--- src/rtl/logic_op_sequencer_pkg.sv ---
// Shared types, sizes and bit-search helpers for the logic-op sequencer.
package logic_op_sequencer_pkg;

  localparam int NUM_OPS = 8;
  localparam int SEL_W   = 3;
  localparam int HOLD_W  = 4;

  typedef enum logic [1:0] {
    ST_IDLE  = 2'd0,
    ST_APPLY = 2'd1,
    ST_DONE  = 2'd2
  } state_t;

  // Lowest set bit of mask. The MSB of the result is the "found" flag and the
  // low SEL_W bits are the index. Scanning from the top down means the last
  // match written is the lowest one.
  function automatic logic [SEL_W:0] first_set_bit(input logic [NUM_OPS-1:0] mask);
    logic [SEL_W:0] res;
    res = '0;
    for (int i = NUM_OPS - 1; i >= 0; i--) begin
      if (mask[i]) begin
        res = {1'b1, SEL_W'(i)};
      end
    end
    return res;
  endfunction

  // Lowest set bit strictly above idx. This is a plain priority search, so
  // unselected codes cost no cycles. The result uses the same found/index
  // packing as first_set_bit.
  function automatic logic [SEL_W:0] next_set_bit(input logic [NUM_OPS-1:0] mask,
                                                  input logic [SEL_W-1:0]   idx);
    logic [SEL_W:0] res;
    res = '0;
    for (int i = NUM_OPS - 1; i >= 0; i--) begin
      if (mask[i] && (i > int'(idx))) begin
        res = {1'b1, SEL_W'(i)};
      end
    end
    return res;
  endfunction

endpackage

--- src/rtl/configurable_logic.sv ---
// Single-bit configurable logic unit: SEL picks one of eight two-input functions.
//   0 AND   1 OR   2 XOR   3 NAND   4 NOR   5 XNOR   6 NOT A   7 NOT B
module configurable_logic
  import logic_op_sequencer_pkg::*;
(
  input  logic             i_a,
  input  logic             i_b,
  input  logic [SEL_W-1:0] i_sel,
  output logic             o_y
);

  logic [NUM_OPS-1:0] w_ops;

  assign w_ops[0] = i_a & i_b;
  assign w_ops[1] = i_a | i_b;
  assign w_ops[2] = i_a ^ i_b;
  assign w_ops[3] = ~(i_a & i_b);
  assign w_ops[4] = ~(i_a | i_b);
  assign w_ops[5] = ~(i_a ^ i_b);
  assign w_ops[6] = ~i_a;
  assign w_ops[7] = ~i_b;

  // Output mux driven by the code currently applied
  always_comb begin
    o_y = w_ops[i_sel];
  end

endmodule

--- src/rtl/logic_op_sequencer.sv ---
// Sweeps the SEL codes chosen by a mask through configurable_logic. Each code is
// held for HOLD_CYCLES cycles, and Y is collected into one result bit per code.
module logic_op_sequencer
  import logic_op_sequencer_pkg::*;
#(
  parameter int HOLD_CYCLES = 1
) (
  input  logic               clk,
  input  logic               rst,
  input  logic               start,
  input  logic               a_in,
  input  logic               b_in,
  input  logic [NUM_OPS-1:0] op_mask,
  output logic               busy,
  output logic [SEL_W-1:0]   sel_o,
  output logic [NUM_OPS-1:0] result,
  output logic [3:0]         op_count,
  output logic               result_valid,
  input  logic               result_ack
);

  localparam logic [HOLD_W-1:0] HOLD_LAST = HOLD_W'(HOLD_CYCLES - 1);

  state_t             r_state;
  logic               r_a;
  logic               r_b;
  logic [NUM_OPS-1:0] r_mask;
  logic [SEL_W-1:0]   r_sel;
  logic [HOLD_W-1:0]  r_hold_cnt;
  logic [NUM_OPS-1:0] r_result;
  logic [3:0]         r_op_count;
  logic               r_valid;
  logic               r_busy;

  logic               w_y;
  logic [SEL_W:0]     w_first;
  logic [SEL_W:0]     w_next;

  // sel_o doubles as the sweep index. It is forced to 0 outside APPLY, so the
  // unit always sees the same code the debug port shows.
  configurable_logic u_logic (
    .i_a   (r_a),
    .i_b   (r_b),
    .i_sel (r_sel),
    .o_y   (w_y)
  );

  // First code for a new sweep, and the code that follows the current one
  always_comb begin
    w_first = first_set_bit(op_mask);
    w_next  = next_set_bit(r_mask, r_sel);
  end

  // Sweep FSM; every output is a register
  always_ff @(posedge clk) begin
    if (rst) begin
      r_state    <= ST_IDLE;
      r_a        <= 1'b0;
      r_b        <= 1'b0;
      r_mask     <= '0;
      r_sel      <= '0;
      r_hold_cnt <= '0;
      r_result   <= '0;
      r_op_count <= '0;
      r_valid    <= 1'b0;
      r_busy     <= 1'b0;
    end else begin
      case (r_state)
        ST_IDLE: begin
          if (start) begin
            r_a        <= a_in;
            r_b        <= b_in;
            r_mask     <= op_mask;
            r_result   <= '0;
            r_op_count <= '0;
            r_hold_cnt <= '0;
            if (w_first[SEL_W]) begin
              r_state <= ST_APPLY;
              r_sel   <= w_first[SEL_W-1:0];
              r_busy  <= 1'b1;
            end else begin
              // Empty mask: there is nothing to apply, so report at once
              r_state <= ST_DONE;
              r_valid <= 1'b1;
            end
          end
        end

        ST_APPLY: begin
          if (r_hold_cnt == HOLD_LAST) begin
            r_result[r_sel] <= w_y;
            r_op_count      <= r_op_count + 4'd1;
            r_hold_cnt      <= '0;
            if (w_next[SEL_W]) begin
              r_sel <= w_next[SEL_W-1:0];
            end else begin
              r_state <= ST_DONE;
              r_sel   <= '0;
              r_busy  <= 1'b0;
              r_valid <= 1'b1;
            end
          end else begin
            r_hold_cnt <= r_hold_cnt + 1'b1;
          end
        end

        ST_DONE: begin
          // start is deliberately ignored here, even on the ack edge
          if (result_ack) begin
            r_state <= ST_IDLE;
            r_valid <= 1'b0;
          end
        end

        default: begin
          r_state <= ST_IDLE;
          r_sel   <= '0;
          r_busy  <= 1'b0;
          r_valid <= 1'b0;
        end
      endcase
    end
  end

  assign busy         = r_busy;
  assign sel_o        = r_sel;
  assign result       = r_result;
  assign op_count     = r_op_count;
  assign result_valid = r_valid;

endmodule

--- config.mk ---
export PLATFORM = sky130hd
export DESIGN_NAME = logic_op_sequencer
export DESIGN_NICKNAME = d
export VERILOG_FILES = /design/src/rtl/logic_op_sequencer_pkg.sv /design/src/rtl/configurable_logic.sv /design/src/rtl/logic_op_sequencer.sv
export SDC_FILE = /design/constraint.sdc
export NUM_CORES = 1
export LEC_CHECK = 0
export BUFFER_PORTS_ARGS = -buffer_cell sky130_fd_sc_hd__buf_2
export CORE_MARGIN = 2
export CORE_UTILIZATION = 55
export CTS_CLUSTER_DIAMETER = 40
export DETAILED_ROUTE_END_ITERATION = 16
export GPL_ROUTABILITY_DRIVEN = 0
export PLACE_DENSITY = 0.78
export SYNTH_ARGS = -nofsm -noshare
export SYNTH_HDL_FRONTEND = slang
export SYNTH_HIERARCHICAL = 1
export SYNTH_SLANG_ARGS = --single-unit
--- constraint.sdc ---
create_clock -name clk -period 5.2 [get_ports clk]
set_input_delay 1.04 -clock clk [delete_from_list [all_inputs] [get_ports clk]]
set_output_delay 1.04 -clock clk [all_outputs]
set_load 0.01 [all_outputs]
Yosys cells after proc, flatten, opt, wreduce, memory -nomap -nowiden
Index checks and enable logic that the tools add are counted.

Flip-flop bits (word level): 33.

Reduce and logical (&&, ||, !) cells: 18. Multiplexer cells: 50. Add/subtract/negate cells: 2. Bitwise logic cells: 9. $lt $le $gt $ge: 9. Equal/unequal tests: 8.

Operators by type and width (count): two-way mux 4 bit (18); two-way mux 8 bit (2); one-hot mux 4 bit (2 select lines) (2); one-hot mux 8 bit (2 select lines) (1); greater-than comparator 3 bit, first input constant (4); two-way mux 3 bit (4); != test 2 bit, second input constant (6); two-way mux 1 bit (11); two-way mux 2 bit (5); AND reduction 5 bit (2); one-hot mux 3 bit (3 select lines) (1); adder 4 x 1 -> 4 bit, second input constant (2); bitwise mux 8 bit (1); logical AND 1 bit (8); AND reduction 4 bit (2); greater-than comparator 2 x 3 -> 1 bit, first input constant (2); NOT 1 bit (6); one-hot mux 1 bit (3 select lines) (2); one-hot mux 2 bit (3 select lines) (1); logical NOT 4 bit (1); < comparator 3 x 4 -> 1 bit, second input constant (1); AND reduction 2 bit (2); binary-select mux 1 bit (select 3 bit) (1); demux 1 bit (select 3 bit) (1); other kinds (10) (10).

Logic depth before layout (Yosys ltp)
Gate-level depths: netlist (run 1).

Depth after elaboration: 12. Mapped depth: 8. Gate-level depth less buffers: 8.

Hierarchy
Netlist (run 1), hierarchy kept.

Modules (own cells, without submodules): logic_op_sequencer (seq. area each 640.6 sq um, cells an instance 211, instances 1, area an instance 1798.0 sq um); configurable_logic (seq. area each 0.0 sq um, cells an instance 15, instances 1, area an instance 128.9 sq um).

Least setup slack after synthesis (run 1)
Ideal clock, no wire load.

Kind: input port to flip-flop. From: input op_mask[7]. To: register r_busy, in the netlist busy. Data required time: 5.068 ns. Path slack: 3.036 ns. Arrival: 2.032 ns. Stages: 5. Path buffers: 0. Library setup time: 0.132 ns. Path through: or4_1 > nor2b_1 > nor3_1 > o21ai_0 > a21oi_1.

Longest elaborated chain between the ends: 10.

RTL lines: from (decl) (RTL line logic_op_sequencer.sv:13) `input logic [NUM_OPS-1:0] op_mask,`; two-way mux 4 bit (8 in a row) (RTL line logic_op_sequencer_pkg.sv:21) `if (mask[i]) begin`; != test 2 bit (no source line); AND reduction 5 bit (no source line); to (signal assigned) (RTL line logic_op_sequencer.sv:66) `r_busy <= 1'b0;`; to (signal assigned) (RTL line logic_op_sequencer.sv:80) `r_busy <= 1'b1;`; to (signal assigned) (RTL line logic_op_sequencer.sv:99) `r_busy <= 1'b0;`; to (decl) (RTL line logic_op_sequencer.sv:33) `logic r_busy;`.

Every way passes these cells. A chain may end at the register's enable or synchronous reset.

Worst setup path after layout (run 1)
From: register r_sel[0], in the netlist sel_o[0]. To: output sel_o[0].

RTL lines: from (decl) (RTL line logic_op_sequencer.sv:28) `logic [SEL_W-1:0] r_sel;`; from (signal assigned) (RTL line logic_op_sequencer.sv:79) `r_sel <= w_first[SEL_W-1:0];`; from (signal assigned) (RTL line logic_op_sequencer.sv:95) `r_sel <= w_next[SEL_W-1:0];`; to (decl) (RTL line logic_op_sequencer.sv:15) `output logic [SEL_W-1:0] sel_o,`.

No word-level cell between the ends.

==> flow_summary.yaml, run 1 <==
status:
  outcome: "completed"
hold_path:
  hp-class: "register to register"
  holdCritStartpoint: "result[5]$_SDFFE_PP0P_"
pwr:
  sequentialPowerShare_pct: 37.9
  clockPowerShare_pct: 18.8
  combPwrFrac_pct: 43.3
  swShare_pct: 42.5
  intPower_uw: 583
  netSwitchingPower_uw: 430
  power_leakage_nw: 0.865
  peakVddDrop_mv: 0.214
  power_density_nw_per_um2: 477
yosys:
  synth_simple_gate_area_share_pct: 25.5
  synth_xor_area_share_pct: 1.36
  ys_ff_latch: 32
  synth-adder-area-share_pct: 4.55
  synth_top_area_share_pct: 33.2
  synth_compound_area_share_pct: 22.5
  yosysWarningCount: 6
  synthArstFlopShare_pct: 0
  synth_fp_nets: 247
  synth_area_leader_cell: "dfxtp_1"
  synth_top_family_by_area: "simple AND/OR/NAND/NOR gates"
  yosysSeqAreaShare_pct: 33.2
  ys_types: 61
  synth_area_leaders: "dfxtp_1 33%, nor2_1 6.2%, mux2i_1 5.2%"
  syn_inst: 226
  synth_ff_type: "dfxtp_1"
  synthMuxAreaShare_pct: 6.36
  syn_area_um2: 1930
  synth_edf_count: 0
  syn_avg_cell_area_um2: 8.53
final_layout:
  final_cells: 297
  drive_gt1_share_pct: 22.3
  synthToLayoutAreaGrowth_pct: 10.2
  diodes: 0
  fin_util_pct: 63.1
  layout.nets: 271
  layout_common_cells: "32 x nor2_1, 32 x dfxtp_1, 30 x buf_2"
setup_path:
  path_class: "register to output port"
  required_ns: 4.16
  crit_chain: "buf_2"
  worst-path-max-fanout: 25
  cp_num_buf_inv: 1
  crit_slowest_cell: "dfxtp_1"
  crit_path_end_kind: "output port"
  cp.arrival_ns: 1.49
  critPathTopFamily: "flip-flops"
  cp-start-kind: "register"
  cp-startpoint: "sel_o[0]$_SDFFE_PP0P_"
  worstReg2RegStart: "sel_o[0]$_SDFFE_PP0P_"
  critPathMaxStageDelay_ns: 0.87
  rrSetupSlack_ns: 2.99
global_routing:
  antenna_found_initial: 0
  grt_use_total_pct: 22.6
  grt_pass1_vias: 1527
  grt_pass1_wl_um: 7090
  grt_max_degree: 34
  grt.overflow.total: 0
route:
  drc_errors: 0
  antenna_left: 0
  drt_first_pass_iters: 4
  drt_iter0_drc: 84
  viasPerCell: 5.83
  wirelength_um: 4200
  wl_per_cell_um: 14.1
  via_count: 1732
clocking:
  cts_tree: "done"
  htree_levels: 2
  max-clock-path-buffers: 2
  ctsRootBufferMaster: "clkbuf_4"
  clock_latency_ns: 0.35
  numCtsBuffers: 5
  ctsResizeCount: 0
  cts_sinks: 32
  cts_setup_buffers: 0
  clkTransAtPathRegs_ns: 0.10
  cts_hold_buffers: 0
floorplanning:
  io_pins: 31
  start_util_pct: 57.3
  die_width_um: 63.2
  die-area_um2: 3990
  die_y_um: 63.2
  fp-row-count: 21
  core_um2: 3360
timing:
  slew_headroom_pct: 18.8
  hold_viol: 0
  worst_clock_skew_ns: 0.00809
  period_minus_slack_ns: 2.53
  tightest_slew_ns: 1.21
  max_freq_mhz: 396
  finalSetupViolCount: 0
  period_share_pct: 48.6
  finalSetupTns_ns: 0
  rsz0062_at_grt: "no"
  maxSlewViolCount: 0
place:
  dp_cells: 289
  io_buffer_count: 30
  dp_hpwl_um: 2880
job:
  maxCapViolCount: 0
flip-flops by register name, summed over array words and instances (netlist names), 2 cells and up:
signal / count
r_state: 2
sel_o: 3
r_mask: 7
r_hold_cnt: 4
op_count: 4
result: 8
Yosys cell counts (all sizes together) (3+ instances only):
cell type and number:
nor2 33, dfxtp 32, a21oi 16, o21ai 13, nand2 11, inv 10
mux2i 10, nor3 9, a22oi 7, clkbuf 7, ha 7, buf 6
nor3b 5, a211oi 4, nand2b 4, nor2b 4, o21bai 4, a31oi 3
nand3 3, nand3b 3
cell type report:
cell class              instances  area, um2
multi-input cells             171       1160
repair buffers                 30        150
well taps                      46       57.6
clock buffers                   6       41.3
fillers                       338       1240
inverters                      10       37.5
flip-flops and latches         32        641
clock inverters                 2       35.0
worst min-delay path, delay by kind of cell (launching register included):
kind | cells | cell delay [ns]
AND/OR/NAND/NOR | 1 | 0.05
flip-flops | 1 | 0.32
AO/OA/AOI/OAI | 1 | 0.05
logic make-up (layout without fill, tap and decap cells):
group / count (synthesis) / count (layout)
compound gates: 63 / 63
buf+inv: 23 / 48
fa+ha+maj: 7 / 7
xor+xnor: 3 / 3
simple gates: 87 / 87
flops: 32 / 32
mux: 11 / 11
power by group through the flow:
stage / registers [mW] / clock network (mW) / logic [mW]
2_1_floorplan: 0.340 / 0 / 0.392
3_3_place_gp: 0.385 / 0 / 0.427
3_5_place_dp: 0.388 / 0 / 0.434
4_1_cts: 0.382 / 0.193 / 0.437
5_1_grt: 0.397 / 0.210 / 0.483
6_report: 0.385 / 0.190 / 0.439
metal layers:
layer | global-route usage [%] | vias up | part of all wire (%)
li1 | - | 859 | -
met1 | 30.4 | 818 | 48
met2 | 34.0 | 49 | 44
met3 | 5.89 | 6 | 5.6
met4 | 9.78 | 0 | 1.5
met5 | 0 | - | 0
final timing paths:
path	to	cells after the start
max	sel_o[0]	1
min reg2reg	result[5]$_SDFFE_PP0P_	2
max reg2reg	result[1]$_SDFFE_PP0P_	5
min	result[5]$_SDFFE_PP0P_	2
per-stage QoR:
step	setup WS [ns]	total power [mW]	instance area, um2	hold WS (ns)
5_1_grt	2.54	1.09	2120	0.492
3_3_place_gp	2.66	0.813	2050	0.446
6_report	2.67	1.01	2120	0.466
3_5_place_dp	2.62	0.822	2050	0.451
4_1_cts	2.67	1.01	2120	0.470
2_1_floorplan	3.04	0.733	1930	0.450
Note: power is estimated with default switching activity, not from simulation.
==> run 2: changes to the inputs <==
CORE_UTILIZATION = 51   (was 55)
PLACE_DENSITY = 0.76   (was 0.78)
clock period = 2.3 ns   (was 5.2 ns; I/O delays follow)
==> run 2 against run 1 <==
  * Critical path depth is 7 higher
  * Core utilization fell by 2.6 points
  * Sequential power grew 110%
  * Clock power rose to 2.9 times the previous value
  * Via count down 0.17%
  * Hold slack worse by 0.055 ns
  * First-iteration DRC count is 32% higher
  * Clock skew decreased by 0.0027 ns
  * Setup slack got worse by 2.5 ns
==> flow_summary.yaml, run 2 (synthesis gave the netlist of run 1 again) <==
clocking:
  cts_hold_buffers: 0
  ctsResizeCount: 0
  cts_setup_buffers: 0
  max-clock-path-buffers: 2
  cts_tree: "done"
  clkTransAtPathRegs_ns: 0.07
  cts_sinks: 32
  numCtsBuffers: 5
  ctsRootBufferMaster: "clkbuf_8"
  clock_latency_ns: 0.29
  htree_levels: 2
route:
  drt_iter0_drc: 111
  wl_met3_um: 210
  via_count: 1729
  top_layer: "met4"
  wirelength_um: 4310
  wl_met2_um: 1820
  drc_errors: 0
  drt_first_pass_iters: 4
  antenna_left: 0
  viasPerCell: 5.69
  wl_met1_um: 2180
  wl_per_cell_um: 14.2
hold_path:
  hp-class: "input pin to register"
global_routing:
  antenna_found_initial: 0
  grt_max_degree: 34
  grt_use_total_pct: 22.3
  grt_pass1_wl_um: 7340
  grt_pass1_vias: 1577
  grt.overflow.total: 0
final_layout:
  fin_util_pct: 60.5
  diodes: 0
  layout_common_cells: "32 x nor2_1, 32 x dfxtp_1, 30 x buf_2"
  largest_register_ffs: 8
  synthToLayoutAreaGrowth_pct: 14.1
  drive_gt1_share_pct: 24.2
  fillers: 361
  layout.nets: 276
place:
  dp_hpwl_um: 3050
  io_buffer_count: 30
  place_ws_ns: 0.246
timing:
  hold_viol: 0
  period_share_pct: 91.8
  worst_clock_skew_ns: 0.00536
  finalSetupViolCount: 0
  tightest_slew_ns: 0.646
  period_minus_slack_ns: 2.11
  maxSlewViolCount: 0
  max_freq_mhz: 474
  rsz0062_at_grt: "no"
  finalSetupTns_ns: 0
  slew_headroom_pct: 56.9
  fin_ws_ns: 0.188
setup_path:
  cp-endpoint: "result[4]$_SDFFE_PP0P_"
  worstReg2RegStart: "r_a$_SDFFE_PP0P_"
  cp_num_buf_inv: 1
  cp.arrival_ns: 2.26
  critical_path_depth: 8
  r2r_cells: 8
  cp-startpoint: "r_a$_SDFFE_PP0P_"
  path_class: "register to register"
  critPathMaxStageDelay_ns: 0.51
  required_ns: 2.45
  cp_common_cell: "nor2_1"
  r2r_end: "result[4]$_SDFFE_PP0P_"
  crit_chain: "inv_1 -> ha_1 -> nor2_1 -> a21oi_1 -> mux4_2 -> and3_1 -> a22oi_1 -> nor2_1"
  crit_path_end_kind: "register"
  critPathTopFamily: "multiplexers"
  crit_slowest_cell: "mux4_2"
  worst-path-max-fanout: 5
  cp-start-kind: "register"
  rrSetupSlack_ns: 0.19
floorplanning:
  die-area_um2: 4290
  die_width_um: 65.5
  die_y_um: 65.5
  io_pins: 31
  core_um2: 3630
  start_util_pct: 53.0
  fp-row-count: 22
pwr:
  power_density_nw_per_um2: 1110
  peakVddDrop_mv: 0.473
  power_leakage_nw: 0.903
  p_total_mw: 2.44
status:
  outcome: "completed"
job:
  maxCapViolCount: 0
-- run 2: cell types whose count changed in the layout (fill, tap and decap cells not counted) --
cell        change
clkbuf_4        -5
buf_4           +5
clkinvlp_4      +1
clkbuf_1        -1
clkbuf_8        +5
-- run 2: tightest hold or removal path, cell delays in order --
cell and delay [ns]:
buf_2 0.07, mux2i_1 0.06, nor2_1 0.07
-- run 2: where the power goes --
| group | total [mW] | switching [mW] | internal, mW | leakage (nW) |
|---|---|---|---|---|
| registers | 0.798 | 0.148 | 0.650 | 0.261 |
| clock network | 0.550 | 0.230 | 0.321 | 0.0541 |
| logic | 1.09 | 0.615 | 0.476 | 0.588 |
-- run 2: through the flow --
| stage | cell area [um2] | hold slack [ns] | std cells |
|---|---|---|---|
| 2_1_floorplan | 1930 | 0.450 | 226 |
| 3_3_place_gp | 2090 | 0.456 | 296 |
| 3_5_place_dp | 2090 | 0.458 | 296 |
| 4_1_cts | 2200 | 0.410 | 304 |
| 5_1_grt | 2200 | 0.420 | 304 |
| 6_report | 2200 | 0.411 | 304 |
-- run 2: worst min path at each step --
| stage | startpoint | endpoint | slack, ns | cells past startpoint |
|---|---|---|---|---|
| after floorplan | r_mask[3]$_SDFFE_PP0P_ | r_mask[3]$_SDFFE_PP0P_ | 0.45 | 2 |
| after global placement | result[5]$_SDFFE_PP0P_ | result[5]$_SDFFE_PP0P_ | 0.46 | 2 |
| after detailed placement | result_valid$_SDFFE_PP0P_ | result_valid$_SDFFE_PP0P_ | 0.46 | 2 |
| after CTS | a_in | r_a$_SDFFE_PP0P_ | 0.41 | 3 |
| after global routing | a_in | r_a$_SDFFE_PP0P_ | 0.42 | 3 |
| final | a_in | r_a$_SDFFE_PP0P_ | 0.41 | 3 |
-- run 2: layout make-up --
type | count | area, um2 | area share [%]
timing repair buffer | 35 | 188 | 8.54
inverter | 10 | 37.5 | 1.71
clock inverter | 3 | 42.5 | 1.94
clock buffer | 5 | 68.8 | 3.13
tap | 48 | 60.1 | 2.73
sequential | 32 | 641 | 29.1
multi-input combinational | 171 | 1160 | 52.8
-- run 2: per-layer routing --
metal	track usage, %	vias to the layer above
li1	-	868
met1	32.0	807
met2	32.3	45
met3	4.11	9
met4	10.4	0
met5	0	-
==> run 3: changes to the inputs <==
ABC_AREA = 1   (was not set)
CORE_UTILIZATION = 50   (was 51)
PLACE_DENSITY = 0.75   (was 0.76)
==> run 3 against run 2 <==
  * First-iteration DRC count fell by 9.9%
  * Non-clock buffer count fell by 5
  * Largest power group is now sequential cells
  * Sequential share of layout area up 0.28 points
  * Register-to-register slack gained 0.35 ns
  * Core utilization shrank 1.0 points
  * Setup slack improved by 0.35 ns
  * Synthesized cell count is 22% higher
  * Final cell count rose by 17%
  * Area after synthesis is 1.8% lower
  * Largest cell class unchanged
  * Combinational power is 54% lower
==> flow_summary.yaml, run 3 <==
timing:
  period_share_pct: 76.7
  maxSlewViolCount: 0
  worst_clock_skew_ns: 0.00400
  period_minus_slack_ns: 1.76
  finalSetupTns_ns: 0
  max_freq_mhz: 567
  rsz0062_at_grt: "no"
  hold_viol: 0
  tightest_slew_ns: 0.478
  slew_headroom_pct: 68.1
  finalSetupViolCount: 0
global_routing:
  antenna_found_initial: 0
  grt.overflow.total: 0
  grt_pass1_wl_um: 7120
  grt_pass1_vias: 1634
  grt_use_total_pct: 21.6
  grt_max_degree: 18
final_layout:
  fillers: 350
  final_common_cell: "nand2_1"
  fin_util_pct: 59.5
  largest_register_ffs: 8
  drive_gt1_share_pct: 22.4
  final_area_um2: 2180
  diodes: 0
  synthToLayoutAreaGrowth_pct: 15.1
  layout.nets: 328
  final_cells: 356
  multi_input_area_um2: 1070
  layout_common_cells: "65 x nand2_1, 32 x dfxtp_1, 31 x inv_1, 31 x nor2_1, 30 x buf_2"
  regArea_um2: 641
route:
  drt_iter0_drc: 100
  top_layer: "met4"
  wl_met2_um: 1920
  wl_met1_um: 1910
  drt_first_pass_iters: 4
  wirelength_um: 4090
  antenna_left: 0
  wl_per_cell_um: 11.5
  viasPerCell: 5.13
  drc_errors: 0
  wl_met3_um: 194
  via_count: 1826
yosys:
  synth_area_leaders: "dfxtp_1 34%, nand2_1 13%, inv_1 6.2%"
  ys_types: 30
  syn_inst: 276
  yosysSeqAreaShare_pct: 33.9
  synthArstFlopShare_pct: 0
  post-synth-top-count-cell: "nand2_1"
  synth_common_cells: "65 x nand2_1, 32 x dfxtp_1, 31 x inv_1, 31 x nor2_1, 22 x o21ai_0"
  ys_ff_latch: 32
  yosysWarningCount: 6
  synth_edf_count: 0
  synth_top_area_share_pct: 33.9
  syn_area_um2: 1890
  synth_ff_type: "dfxtp_1"
  synth_fp_nets: 297
  synth_area_leader_cell: "dfxtp_1"
  syn_avg_cell_area_um2: 6.85
floorplanning:
  core_um2: 3660
  fp-row-count: 22
  die_y_um: 65.5
  start_util_pct: 51.7
  die-area_um2: 4290
  io_pins: 31
  die_width_um: 65.5
clocking:
  cts_tree: "done"
  htree_levels: 2
  cts_sinks: 32
  cts_hold_buffers: 0
  numCtsBuffers: 5
  ctsRootBufferMaster: "clkbuf_8"
  clkTransAtPathRegs_ns: 0.07
  max-clock-path-buffers: 2
  clock_latency_ns: 0.29
  ctsResizeCount: 0
  cts_setup_buffers: 0
job:
  maxCapViolCount: 0
setup_path:
  worst-path-max-fanout: 5
  worstReg2RegStart: "r_a$_SDFFE_PP0P_"
  crit_path_end_kind: "register"
  required_ns: 2.52
  path_class: "register to register"
  cp.arrival_ns: 1.99
  cp-start-kind: "register"
  cp-startpoint: "r_a$_SDFFE_PP0P_"
pwr:
  power_leakage_nw: 1.04
  peakVddDrop_mv: 0.541
  power_density_nw_per_um2: 787
place:
  io_buffer_count: 30
  placed_area_um2: 2070
  dp_cells: 348
  dp_hpwl_um: 3040
status:
  outcome: "completed"
hold_path:
  hp-class: "input pin to register"
  holdCritStartpoint: "b_in"
-- run 3: final cells by class --
class	count	area share (%)
Inverter	38	6.78
Sequential cell	32	29.4
Clock buffer	6	3.33
Timing Repair Buffer	30	6.90
Multi-Input combinational cell	200	49.2
Clock inverter	2	1.61
Tap cell	48	2.76
-- run 3: kinds of logic (layout without fill, tap and decap cells) --
kind of cell / after synthesis / after routing / share of synthesized area (%)
buf+inv: 44 / 76 / 9.52
simple gates: 138 / 138 / 36.2
fa+ha+maj: 7 / 7 / 4.63
flops: 32 / 32 / 33.9
compound gates: 55 / 55 / 15.7
-- run 3: final timing paths --
kind / endpoint / slack [ns] / cells past startpoint
setup / recovery: result[1]$_SDFFE_PP0P_ / 0.54 / 12
hold / removal: r_b$_SDFFE_PP0P_ / 0.39 / 3
setup reg to reg: result[1]$_SDFFE_PP0P_ / 0.54 / 12
hold reg to reg: result[4]$_SDFFE_PP0P_ / 0.46 / 2
-- run 3: layer usage --
metal	vias to the layer above	global-route usage, %
met2	32	36.1
met4	0	7.03
li1	951	-
met3	6	6.34
met5	-	0
met1	837	26.6
-- run 3: metrics by stage --
stage               setup slack (ns)  total power [mW]  hold slack [ns]
finish                         0.535              1.71            0.391
CTS                            0.540              1.73            0.384
floorplan                      0.786              1.07            0.453
global placement               0.616              1.18            0.447
global route                   0.321              1.83            0.441
detailed placement             0.565              1.19            0.453
-- run 3: critical path: stages (launching register included) --
cell and delay [ns]:
dfxtp_1 0.40, inv_1 0.09, ha_1 0.31, inv_1 0.04
nand2_1 0.06, nand3_1 0.06, nand2_1 0.09, nand2_1 0.05
nand2_1 0.11, nand2_1 0.12, nor2_4 0.17, nand2_1 0.07
a21oi_1 0.12
-- run 3: power breakdown --
group	total, mW	switching (mW)	internal [mW]
Clock	0.538	0.216	0.321
Combinational	0.504	0.329	0.175
Sequential	0.673	0.0668	0.606
Total	1.71	0.613	1.10
